<file path="config.mk">
export PLATFORM = sky130hd
export DESIGN_NAME = axi4lite_master_flat
export DESIGN_NICKNAME = d
export VERILOG_FILES = /design/src/rtl/axi4lite_pkg.sv /design/src/rtl/axi4lite_master_if.sv /design/src/rtl/axi4lite_mst_timer.sv /design/src/rtl/axi4lite_master.sv /design/src/flat_wrapper.sv
export SDC_FILE = /design/constraint.sdc
export NUM_CORES = 1
export LEC_CHECK = 0
export ABC_AREA = 0
export BUFFER_PORTS_ARGS = -buffer_cell sky130_fd_sc_hd__buf_2
export CORE_ASPECT_RATIO = 2
export CORE_MARGIN = 5
export CORE_UTILIZATION = 30
export DETAILED_ROUTE_END_ITERATION = 16
export PLACE_DENSITY_LB_ADDON = 0.25
export SLEW_MARGIN = 0
export SYNTH_ARGS = -nofsm -noshare
export SYNTH_HDL_FRONTEND = slang
export SYNTH_SLANG_ARGS = --single-unit
</file>
<file path="constraint.sdc">
create_clock -name m_axi_aclk -period 1.7 [get_ports m_axi_aclk]
set_input_delay 0.17 -clock m_axi_aclk [delete_from_list [all_inputs] [get_ports m_axi_aclk]]
set_output_delay 0.17 -clock m_axi_aclk [all_outputs]
set_load 0.02 [all_outputs]
</file>
<file path="src/rtl/axi4lite_pkg.sv">
// rtl/axi4lite_pkg.sv - shared types for the AXI4-Lite command master
package axi4lite_pkg;

   typedef enum logic [1:0] {
      OKAY   = 2'b00,
      EXOKAY = 2'b01,
      SLVERR = 2'b10,
      DECERR = 2'b11
   } resp_t;

   typedef enum logic [2:0] {
      IDLE,
      WR_AW,
      WR_B,
      RD_AR,
      RD_R,
      RESP
   } mst_state_t;

   localparam int TIMER_WIDTH = 16;

   function automatic logic is_wait_state(input mst_state_t s);
      return (s == WR_AW) || (s == WR_B) || (s == RD_AR) || (s == RD_R);
   endfunction

endpackage

</file>
<file path="src/rtl/axi4lite_master_if.sv">
// rtl/axi4lite_master_if.sv - command/response and AXI4-Lite signals of the master
interface axi4lite_master_if #(
   parameter int DATA_WIDTH = 32,
   parameter int ADDR_WIDTH = 6
);
   logic                  cmd_valid;
   logic                  cmd_ready;
   logic                  cmd_write;
   logic [ADDR_WIDTH-1:0] cmd_addr;
   logic [DATA_WIDTH-1:0] cmd_wdata;
   logic                  rsp_valid;
   logic                  rsp_ready;
   logic                  rsp_write;
   logic [DATA_WIDTH-1:0] rsp_rdata;
   logic                  rsp_err;

   logic [ADDR_WIDTH-1:0] m_axi_awaddr;
   logic                  m_axi_awvalid;
   logic                  m_axi_awready;
   logic [DATA_WIDTH-1:0] m_axi_wdata;
   logic                  m_axi_wvalid;
   logic                  m_axi_wready;
   logic [1:0]            m_axi_bresp;
   logic                  m_axi_bvalid;
   logic                  m_axi_bready;
   logic [ADDR_WIDTH-1:0] m_axi_araddr;
   logic                  m_axi_arvalid;
   logic                  m_axi_arready;
   logic [DATA_WIDTH-1:0] m_axi_rdata;
   logic                  m_axi_rvalid;
   logic                  m_axi_rready;

   modport master (
      input  cmd_valid, cmd_write, cmd_addr, cmd_wdata, rsp_ready,
      output cmd_ready, rsp_valid, rsp_write, rsp_rdata, rsp_err,
      output m_axi_awaddr, m_axi_awvalid, m_axi_wdata, m_axi_wvalid, m_axi_bready,
      output m_axi_araddr, m_axi_arvalid, m_axi_rready,
      input  m_axi_awready, m_axi_wready, m_axi_bresp, m_axi_bvalid,
      input  m_axi_arready, m_axi_rdata, m_axi_rvalid
   );

   modport slave (
      output cmd_valid, cmd_write, cmd_addr, cmd_wdata, rsp_ready,
      input  cmd_ready, rsp_valid, rsp_write, rsp_rdata, rsp_err,
      input  m_axi_awaddr, m_axi_awvalid, m_axi_wdata, m_axi_wvalid, m_axi_bready,
      input  m_axi_araddr, m_axi_arvalid, m_axi_rready,
      output m_axi_awready, m_axi_wready, m_axi_bresp, m_axi_bvalid,
      output m_axi_arready, m_axi_rdata, m_axi_rvalid
   );
endinterface

</file>
<file path="src/rtl/axi4lite_mst_timer.sv">
// rtl/axi4lite_mst_timer.sv - bus-wait counter; expires when the count reaches LIMIT
module axi4lite_mst_timer
   import axi4lite_pkg::*;
#(
   parameter int LIMIT = 255
)(
   input  logic clk,
   input  logic rst_n,
   input  logic i_load,
   input  logic i_count,
   output logic o_expire
);
   localparam logic [TIMER_WIDTH-1:0] LIMIT_W = TIMER_WIDTH'(LIMIT);

   logic [TIMER_WIDTH-1:0] r_count;

   always_ff @(posedge clk or negedge rst_n) begin
      if (!rst_n) begin
         r_count <= '0;
      end else if (i_load) begin
         r_count <= '0;
      end else if (i_count && (r_count != LIMIT_W)) begin
         r_count <= r_count + 1'b1;
      end
   end

   assign o_expire = i_count && (r_count == LIMIT_W);
endmodule

</file>
<file path="src/rtl/axi4lite_master.sv">
// rtl/axi4lite_master.sv - one-outstanding AXI4-Lite master driven by a cmd/rsp handshake
// Optional bus-wait timeout: AXI4L_MST_TIMEOUT_EN
module axi4lite_master
   import axi4lite_pkg::*;
#(
   parameter int DATA_WIDTH     = 32,
   parameter int ADDR_WIDTH     = 6,
   parameter int TIMEOUT_CYCLES = 255
)(
   input  logic              m_axi_aclk,
   input  logic              m_axi_aresetn,
   axi4lite_master_if.master bus
);
   mst_state_t            r_state,     w_state_nxt;
   logic [ADDR_WIDTH-1:0] r_addr,      w_addr_nxt;
   logic [DATA_WIDTH-1:0] r_wdata,     w_wdata_nxt;
   logic [DATA_WIDTH-1:0] r_rdata,     w_rdata_nxt;
   logic                  r_write,     w_write_nxt;
   logic                  r_err,       w_err_nxt;
   logic                  r_aw_done,   w_aw_done_nxt;
   logic                  r_w_done,    w_w_done_nxt;
   logic                  w_accept, w_aw_hs, w_w_hs, w_expire;

   assign bus.cmd_ready     = (r_state == IDLE) && m_axi_aresetn;
   assign bus.rsp_valid     = (r_state == RESP);
   assign bus.rsp_write     = r_write;
   assign bus.rsp_rdata     = r_rdata;
   assign bus.rsp_err       = r_err;
   assign bus.m_axi_awaddr  = r_addr;
   assign bus.m_axi_araddr  = r_addr;
   assign bus.m_axi_wdata   = r_wdata;
   assign bus.m_axi_awvalid = (r_state == WR_AW) && !r_aw_done;
   assign bus.m_axi_wvalid  = (r_state == WR_AW) && !r_w_done;
   assign bus.m_axi_bready  = (r_state == WR_B);
   assign bus.m_axi_arvalid = (r_state == RD_AR);
   assign bus.m_axi_rready  = (r_state == RD_R);

   assign w_accept = bus.cmd_valid && bus.cmd_ready;
   assign w_aw_hs  = bus.m_axi_awvalid && bus.m_axi_awready;
   assign w_w_hs   = bus.m_axi_wvalid && bus.m_axi_wready;

`ifdef AXI4L_MST_TIMEOUT_EN
   axi4lite_mst_timer #(.LIMIT(TIMEOUT_CYCLES)) u_timer (
      .clk      (m_axi_aclk),
      .rst_n    (m_axi_aresetn),
      .i_load   (w_accept),
      .i_count  (is_wait_state(r_state)),
      .o_expire (w_expire)
   );
`else
   // No timer in this build; the limit only appears to keep the parameter referenced.
   assign w_expire = (TIMEOUT_CYCLES < 0);
`endif

   always_ff @(posedge m_axi_aclk or negedge m_axi_aresetn) begin
      if (!m_axi_aresetn) begin
         r_state   <= IDLE;
         r_addr    <= '0;
         r_wdata   <= '0;
         r_rdata   <= '0;
         r_write   <= 1'b0;
         r_err     <= 1'b0;
         r_aw_done <= 1'b0;
         r_w_done  <= 1'b0;
      end else begin
         r_state   <= w_state_nxt;
         r_addr    <= w_addr_nxt;
         r_wdata   <= w_wdata_nxt;
         r_rdata   <= w_rdata_nxt;
         r_write   <= w_write_nxt;
         r_err     <= w_err_nxt;
         r_aw_done <= w_aw_done_nxt;
         r_w_done  <= w_w_done_nxt;
      end
   end

   always_comb begin
      w_state_nxt   = r_state;
      w_addr_nxt    = r_addr;
      w_wdata_nxt   = r_wdata;
      w_rdata_nxt   = r_rdata;
      w_write_nxt   = r_write;
      w_err_nxt     = r_err;
      w_aw_done_nxt = r_aw_done;
      w_w_done_nxt  = r_w_done;
      unique case (r_state)
         IDLE: begin
            if (w_accept) begin
               w_addr_nxt    = bus.cmd_addr;
               w_wdata_nxt   = bus.cmd_wdata;
               w_write_nxt   = bus.cmd_write;
               w_rdata_nxt   = '0;
               w_err_nxt     = 1'b0;
               w_aw_done_nxt = 1'b0;
               w_w_done_nxt  = 1'b0;
               w_state_nxt   = bus.cmd_write ? WR_AW : RD_AR;
            end
         end
         WR_AW: begin
            // AW and W may complete in either order; leave once both are done.
            w_aw_done_nxt = r_aw_done || w_aw_hs;
            w_w_done_nxt  = r_w_done || w_w_hs;
            if (w_aw_done_nxt && w_w_done_nxt) begin
               w_state_nxt = WR_B;
            end else if (w_expire) begin
               w_err_nxt   = 1'b1;
               w_state_nxt = RESP;
            end
         end
         WR_B: begin
            if (bus.m_axi_bvalid) begin
               w_err_nxt   = (resp_t'(bus.m_axi_bresp) != OKAY);
               w_state_nxt = RESP;
            end else if (w_expire) begin
               w_err_nxt   = 1'b1;
               w_state_nxt = RESP;
            end
         end
         RD_AR: begin
            if (bus.m_axi_arready) begin
               w_state_nxt = RD_R;
            end else if (w_expire) begin
               w_err_nxt   = 1'b1;
               w_state_nxt = RESP;
            end
         end
         RD_R: begin
            if (bus.m_axi_rvalid) begin
               w_rdata_nxt = bus.m_axi_rdata;
               w_err_nxt   = 1'b0;
               w_state_nxt = RESP;
            end else if (w_expire) begin
               w_rdata_nxt = '0;
               w_err_nxt   = 1'b1;
               w_state_nxt = RESP;
            end
         end
         RESP: begin
            if (bus.rsp_ready) begin
               w_state_nxt = IDLE;
            end
         end
         default: w_state_nxt = IDLE;
      endcase
   end
endmodule

</file>
<file path="src/flat_wrapper.sv">
// flat-port wrapper written by rule: the top's interface ports become plain ports
module axi4lite_master_flat import axi4lite_pkg::*;
#(
   parameter int DATA_WIDTH     = 32,
   parameter int ADDR_WIDTH     = 6,
   parameter int TIMEOUT_CYCLES = 255
)
  (m_axi_aclk, m_axi_aresetn, bus_cmd_valid, bus_cmd_write, bus_cmd_addr, bus_cmd_wdata, bus_rsp_ready, bus_cmd_ready, bus_rsp_valid, bus_rsp_write, bus_rsp_rdata, bus_rsp_err, bus_m_axi_awaddr, bus_m_axi_awvalid, bus_m_axi_wdata, bus_m_axi_wvalid, bus_m_axi_bready, bus_m_axi_araddr, bus_m_axi_arvalid, bus_m_axi_rready, bus_m_axi_awready, bus_m_axi_wready, bus_m_axi_bresp, bus_m_axi_bvalid, bus_m_axi_arready, bus_m_axi_rdata, bus_m_axi_rvalid);
  axi4lite_master_if #(.DATA_WIDTH(DATA_WIDTH), .ADDR_WIDTH(ADDR_WIDTH)) bus_i ();
  input  logic m_axi_aclk;
  input  logic m_axi_aresetn;
  input wire logic [$bits(bus_i.cmd_valid)-1:0] bus_cmd_valid;
  input wire logic [$bits(bus_i.cmd_write)-1:0] bus_cmd_write;
  input wire logic [$bits(bus_i.cmd_addr)-1:0] bus_cmd_addr;
  input wire logic [$bits(bus_i.cmd_wdata)-1:0] bus_cmd_wdata;
  input wire logic [$bits(bus_i.rsp_ready)-1:0] bus_rsp_ready;
  output wire logic [$bits(bus_i.cmd_ready)-1:0] bus_cmd_ready;
  output wire logic [$bits(bus_i.rsp_valid)-1:0] bus_rsp_valid;
  output wire logic [$bits(bus_i.rsp_write)-1:0] bus_rsp_write;
  output wire logic [$bits(bus_i.rsp_rdata)-1:0] bus_rsp_rdata;
  output wire logic [$bits(bus_i.rsp_err)-1:0] bus_rsp_err;
  output wire logic [$bits(bus_i.m_axi_awaddr)-1:0] bus_m_axi_awaddr;
  output wire logic [$bits(bus_i.m_axi_awvalid)-1:0] bus_m_axi_awvalid;
  output wire logic [$bits(bus_i.m_axi_wdata)-1:0] bus_m_axi_wdata;
  output wire logic [$bits(bus_i.m_axi_wvalid)-1:0] bus_m_axi_wvalid;
  output wire logic [$bits(bus_i.m_axi_bready)-1:0] bus_m_axi_bready;
  output wire logic [$bits(bus_i.m_axi_araddr)-1:0] bus_m_axi_araddr;
  output wire logic [$bits(bus_i.m_axi_arvalid)-1:0] bus_m_axi_arvalid;
  output wire logic [$bits(bus_i.m_axi_rready)-1:0] bus_m_axi_rready;
  input wire logic [$bits(bus_i.m_axi_awready)-1:0] bus_m_axi_awready;
  input wire logic [$bits(bus_i.m_axi_wready)-1:0] bus_m_axi_wready;
  input wire logic [$bits(bus_i.m_axi_bresp)-1:0] bus_m_axi_bresp;
  input wire logic [$bits(bus_i.m_axi_bvalid)-1:0] bus_m_axi_bvalid;
  input wire logic [$bits(bus_i.m_axi_arready)-1:0] bus_m_axi_arready;
  input wire logic [$bits(bus_i.m_axi_rdata)-1:0] bus_m_axi_rdata;
  input wire logic [$bits(bus_i.m_axi_rvalid)-1:0] bus_m_axi_rvalid;
  assign bus_i.cmd_valid = bus_cmd_valid;
  assign bus_i.cmd_write = bus_cmd_write;
  assign bus_i.cmd_addr = bus_cmd_addr;
  assign bus_i.cmd_wdata = bus_cmd_wdata;
  assign bus_i.rsp_ready = bus_rsp_ready;
  assign bus_cmd_ready = bus_i.cmd_ready;
  assign bus_rsp_valid = bus_i.rsp_valid;
  assign bus_rsp_write = bus_i.rsp_write;
  assign bus_rsp_rdata = bus_i.rsp_rdata;
  assign bus_rsp_err = bus_i.rsp_err;
  assign bus_m_axi_awaddr = bus_i.m_axi_awaddr;
  assign bus_m_axi_awvalid = bus_i.m_axi_awvalid;
  assign bus_m_axi_wdata = bus_i.m_axi_wdata;
  assign bus_m_axi_wvalid = bus_i.m_axi_wvalid;
  assign bus_m_axi_bready = bus_i.m_axi_bready;
  assign bus_m_axi_araddr = bus_i.m_axi_araddr;
  assign bus_m_axi_arvalid = bus_i.m_axi_arvalid;
  assign bus_m_axi_rready = bus_i.m_axi_rready;
  assign bus_i.m_axi_awready = bus_m_axi_awready;
  assign bus_i.m_axi_wready = bus_m_axi_wready;
  assign bus_i.m_axi_bresp = bus_m_axi_bresp;
  assign bus_i.m_axi_bvalid = bus_m_axi_bvalid;
  assign bus_i.m_axi_arready = bus_m_axi_arready;
  assign bus_i.m_axi_rdata = bus_m_axi_rdata;
  assign bus_i.m_axi_rvalid = bus_m_axi_rvalid;
  axi4lite_master #(.DATA_WIDTH(DATA_WIDTH), .ADDR_WIDTH(ADDR_WIDTH), .TIMEOUT_CYCLES(TIMEOUT_CYCLES)) u_core (.m_axi_aclk(m_axi_aclk), .m_axi_aresetn(m_axi_aresetn), .bus(bus_i));
endmodule
</file>
==> flow_metrics.env <==
export IMPL_clockRootBuffer="clkbuf_16"
export IMPL_period_share_pct=97.9
export IMPL_switching_power_mw=3.58
export IMPL_syn_area_mm2=0.00321
export IMPL_path_cells="buf_4 > nor4b_4 > nand2_2 > buf_12 > mux2_4"
export IMPL_required_ps=1920
export IMPL_ys_seq_area_share_pct=60.1
export IMPL_regArea_mm2=0.00193
export IMPL_synth_seq_cells=77
export IMPL_clkLatencyLatePin_ps=330
export IMPL_r2r_start="u_core.r_state[0]"
export IMPL_rsz0062_at_grt="true"
export IMPL_die_h_um=156
export IMPL_htreeDepth=3
export IMPL_core_mm2=0.0105
export IMPL_timing_hold_ws_ps=53.6
export IMPL_grt_max_degree=56
export IMPL_total_power_mw=9.43
export IMPL_multi_input_area_mm2=0.00113
export IMPL_crit_arrival_ps=1880
export IMPL_max_stage_delay_ps=400
export IMPL_areaGrowthSynthToFinish_pct=42.3
export IMPL_antenna_cells=0
export IMPL_avgViaCountPerCell=4.45
export IMPL_syn_inst=209
export IMPL_swShare_pct=38.0
export IMPL_setup_ws_ps=35.0
export IMPL_holdCritPathClass="in -> reg"
export IMPL_hold_end="u_core.bus.rsp_rdata[30]"
export IMPL_crit_type="reg -> reg"
export IMPL_start_util_pct=30.6
export IMPL_hold_viol_final=0
export IMPL_cp_max_fo=20
export IMPL_pin_count=167
export IMPL_clkPwrFrac_pct=20.2
export IMPL_cts_tree="built"
export IMPL_crit_path_end_kind="register"
export IMPL_start_kind="register"
export IMPL_power_density_mw_per_mm2=2070
export IMPL_skew_ps=9.60
export IMPL_ys_warn_count=0
export IMPL_port_buffer_count=166
export IMPL_vias=2337
export IMPL_dp_hpwl_mm=6.77
export IMPL_drc_errors=0
export IMPL_gp_congestion=0.756
export IMPL_grt_pass1_vias=2605
export IMPL_cap_violations=0
export IMPL_avgSynthCellArea_um2=15.3
export IMPL_rows=53
export IMPL_drt_pass1_iterations=4
export IMPL_cts_buffers=9
export IMPL_overflow=0
export IMPL_gr_usage_all_layers_pct=13.7
export IMPL_reg2reg_setup_slack_ps=30
export IMPL_synth_nets=291
export IMPL_setup_tns_ps=0
export IMPL_drive_above_1_share_pct=64.2
export IMPL_postRouteAntennaNets=0
export IMPL_drv_slew=0
export IMPL_hold_start="bus_m_axi_rdata[30]"
export IMPL_wl_per_cell_um=16.8
export IMPL_worst_r2r_endpoint="u_core.bus.m_axi_wdata[31]"
export IMPL_outcome="finished, final reports clean"
export IMPL_fin_area_mm2=0.00456
export IMPL_crit_slowest_cell="dfrtp_2"
export IMPL_p_seq_share_pct=33.3
export IMPL_slew_headroom_pct=54.7
export IMPL_combPwrFrac_pct=46.5
export IMPL_dpl_instance_area_mm2=0.00420
export IMPL_drt_iter0_markers=57
export IMPL_cts_sinks=77
export IMPL_die_area_mm2=0.0130
export IMPL_max_freq_mhz=601
export IMPL_power_leakage_nw=2.52
export IMPL_vdd_drop_max_v=0.000883
export IMPL_clk_path_buf_depth=2
export IMPL_post_place_ws_ps=67.3
export IMPL_yosysUniqueCellTypes=32
export IMPL_grt_pass1_wl_mm=13.8
export IMPL_fillCellCount=1042
export IMPL_clk_pin_slew_ps=60
export IMPL_nNetsFinal=465
export IMPL_reg2regPathDepth=5
export IMPL_period_needed_ps=1670
export IMPL_antenna_found_initial=2
export IMPL_hold_depth=2
export IMPL_totalWireLength_mm=8.79
export IMPL_p_int_mw=5.85
export IMPL_setup_violations=0
export IMPL_worstMarginPinSlew_ps=679
export IMPL_fp_dieW_um=83.1
worst max-delay path, delay by kind of cell (launching register included):
kind / cells / cell delay [ps]
buf+inv: 2 / 350
flops: 1 / 400
mux: 1 / 310
simple gates: 2 / 460
worst max-delay path by stage:
stage / cells after the start / start / end
after floorplan: 5 / u_core.r_state[1] / u_core.bus.m_axi_wdata[12]
after global placement: 4 / u_core.r_state[2] / u_core.r_state[1]
after detailed placement: 4 / u_core.r_state[2] / u_core.r_state[1]
after CTS: 3 / u_core.r_state[1] / bus_m_axi_awvalid
after global routing: 5 / u_core.r_state[0] / u_core.bus.m_axi_wdata[16]
final: 5 / u_core.r_state[0] / u_core.bus.m_axi_wdata[31]
layout make-up:
type                    count  share of cell area, %
clock buffers              10                   5.02
clock inverters             6                   1.54
inverters                   4                  0.329
multi-input cells         108                   24.8
flip-flops and latches     77                   42.3
well taps                 137                   3.76
repair buffers            183                   22.3
logic make-up after synthesis:
kind of cell	share of synthesized area [%]
buffers and inverters	4.96
AND/OR/NAND/NOR	5.23
flip-flops	60.1
AO/OA/AOI/OAI	10.7
multiplexers	19.0
metrics by stage:
step	utilization (%)	instances
after floorplan	-	209
after global placement	40.0	504
after detailed placement	40.0	504
after CTS	43.3	525
after global routing	43.6	525
final	43.6	525
power groups by stage:
stage               clock (mW)  combinational (mW)  sequential (mW)
finish                    1.91                4.38             3.14
global route              2.06                4.67             3.24
CTS                       1.99                4.39             3.15
detailed placement           0                4.26             3.21
global placement             0                4.22             3.19
floorplan                    0                2.06             4.02
routing by layer:
metal	share of wire, %	global-route usage [%]	vias up
met2	55	23.8	89
met4	2.9	7.40	4
met1	35	14.5	1125
met3	6.8	4.90	23
li1	-	-	1096
met5	0.24	0	-
state kept, by name (all words and copies together) (netlist names):
| register | count |
|---|---|
| u_core.r_aw_done | 1 |
| u_core.bus.rsp_rdata | 32 |
| u_core.bus.rsp_err | 1 |
| u_core.bus.m_axi_wdata | 32 |
| u_core.r_w_done | 1 |
| u_core.bus.m_axi_araddr | 6 |
| u_core.r_state | 3 |
| u_core.bus.rsp_write | 1 |
synthesized netlist by cell type:
| library cell | instances | area (um^2) |
|---|---|---|
| a211oi_1 | 1 | 7.51 |
| o22ai_1 | 1 | 6.26 |
| nor4b_4 | 1 | 23.8 |
| buf_6 | 5 | 56.3 |
| mux2_4 | 40 | 601 |
| and2_1 | 1 | 6.26 |
| mux2i_1 | 1 | 10.0 |
| buf_2 | 4 | 20.0 |
| or3_2 | 1 | 7.51 |
| a22o_1 | 32 | 280 |
| nand2b_1 | 1 | 6.26 |
| a21oi_1 | 2 | 10.0 |
| nand2_2 | 1 | 6.26 |
| nor4bb_1 | 2 | 20.0 |
| and2_2 | 1 | 7.51 |
| nand3b_1 | 1 | 7.51 |
| buf_4 | 7 | 52.6 |
| or3_1 | 1 | 6.26 |
| or2_2 | 1 | 6.26 |
| a211o_1 | 1 | 8.76 |
| clkbuf_1 | 2 | 7.51 |
| nor3b_1 | 2 | 15.0 |
| nand2_1 | 3 | 11.3 |
| dfrtp_1 | 77 | 1930 |
| and3_1 | 1 | 6.26 |
| nor2_4 | 1 | 11.3 |
| inv_1 | 4 | 15.0 |
| o31ai_1 | 1 | 7.51 |
| nor2_1 | 7 | 26.3 |
| buf_1 | 2 | 7.51 |
| o21ai_0 | 3 | 15.0 |
| o211ai_1 | 1 | 7.51 |
timing repair:
| action | 4_1_cts | 5_1_grt |
|---|---|---|
| buffers inserted | 4 | 0 |
| gates resized for setup | 3 | 8 |
| hold endpoints to repair | 22 | 0 |
| endpoints found under the setup margin | 3 | 70 |
| hold buffers | 1 | 0 |
| pin swaps | 0 | 2 |
placed cells by master, fill, tap and decap left out, types with 2 or more instances in the layout:
master,netlist,final
mux2_4,40,40
a22o_1,32,32
o21ai_0,3,3
buf_2,4,162
nor4bb_1,2,2
nand2_1,3,3
inv_1,4,4
clkbuf_16,0,9
a21oi_1,2,2
buf_4,7,16
buf_12,0,3
inv_6,0,2
dfrtp_1,77,74
nor2_1,7,6
clkinvlp_4,0,3
dfrtp_2,0,3
No activity file was read; power rests on OpenSTA's default activity.
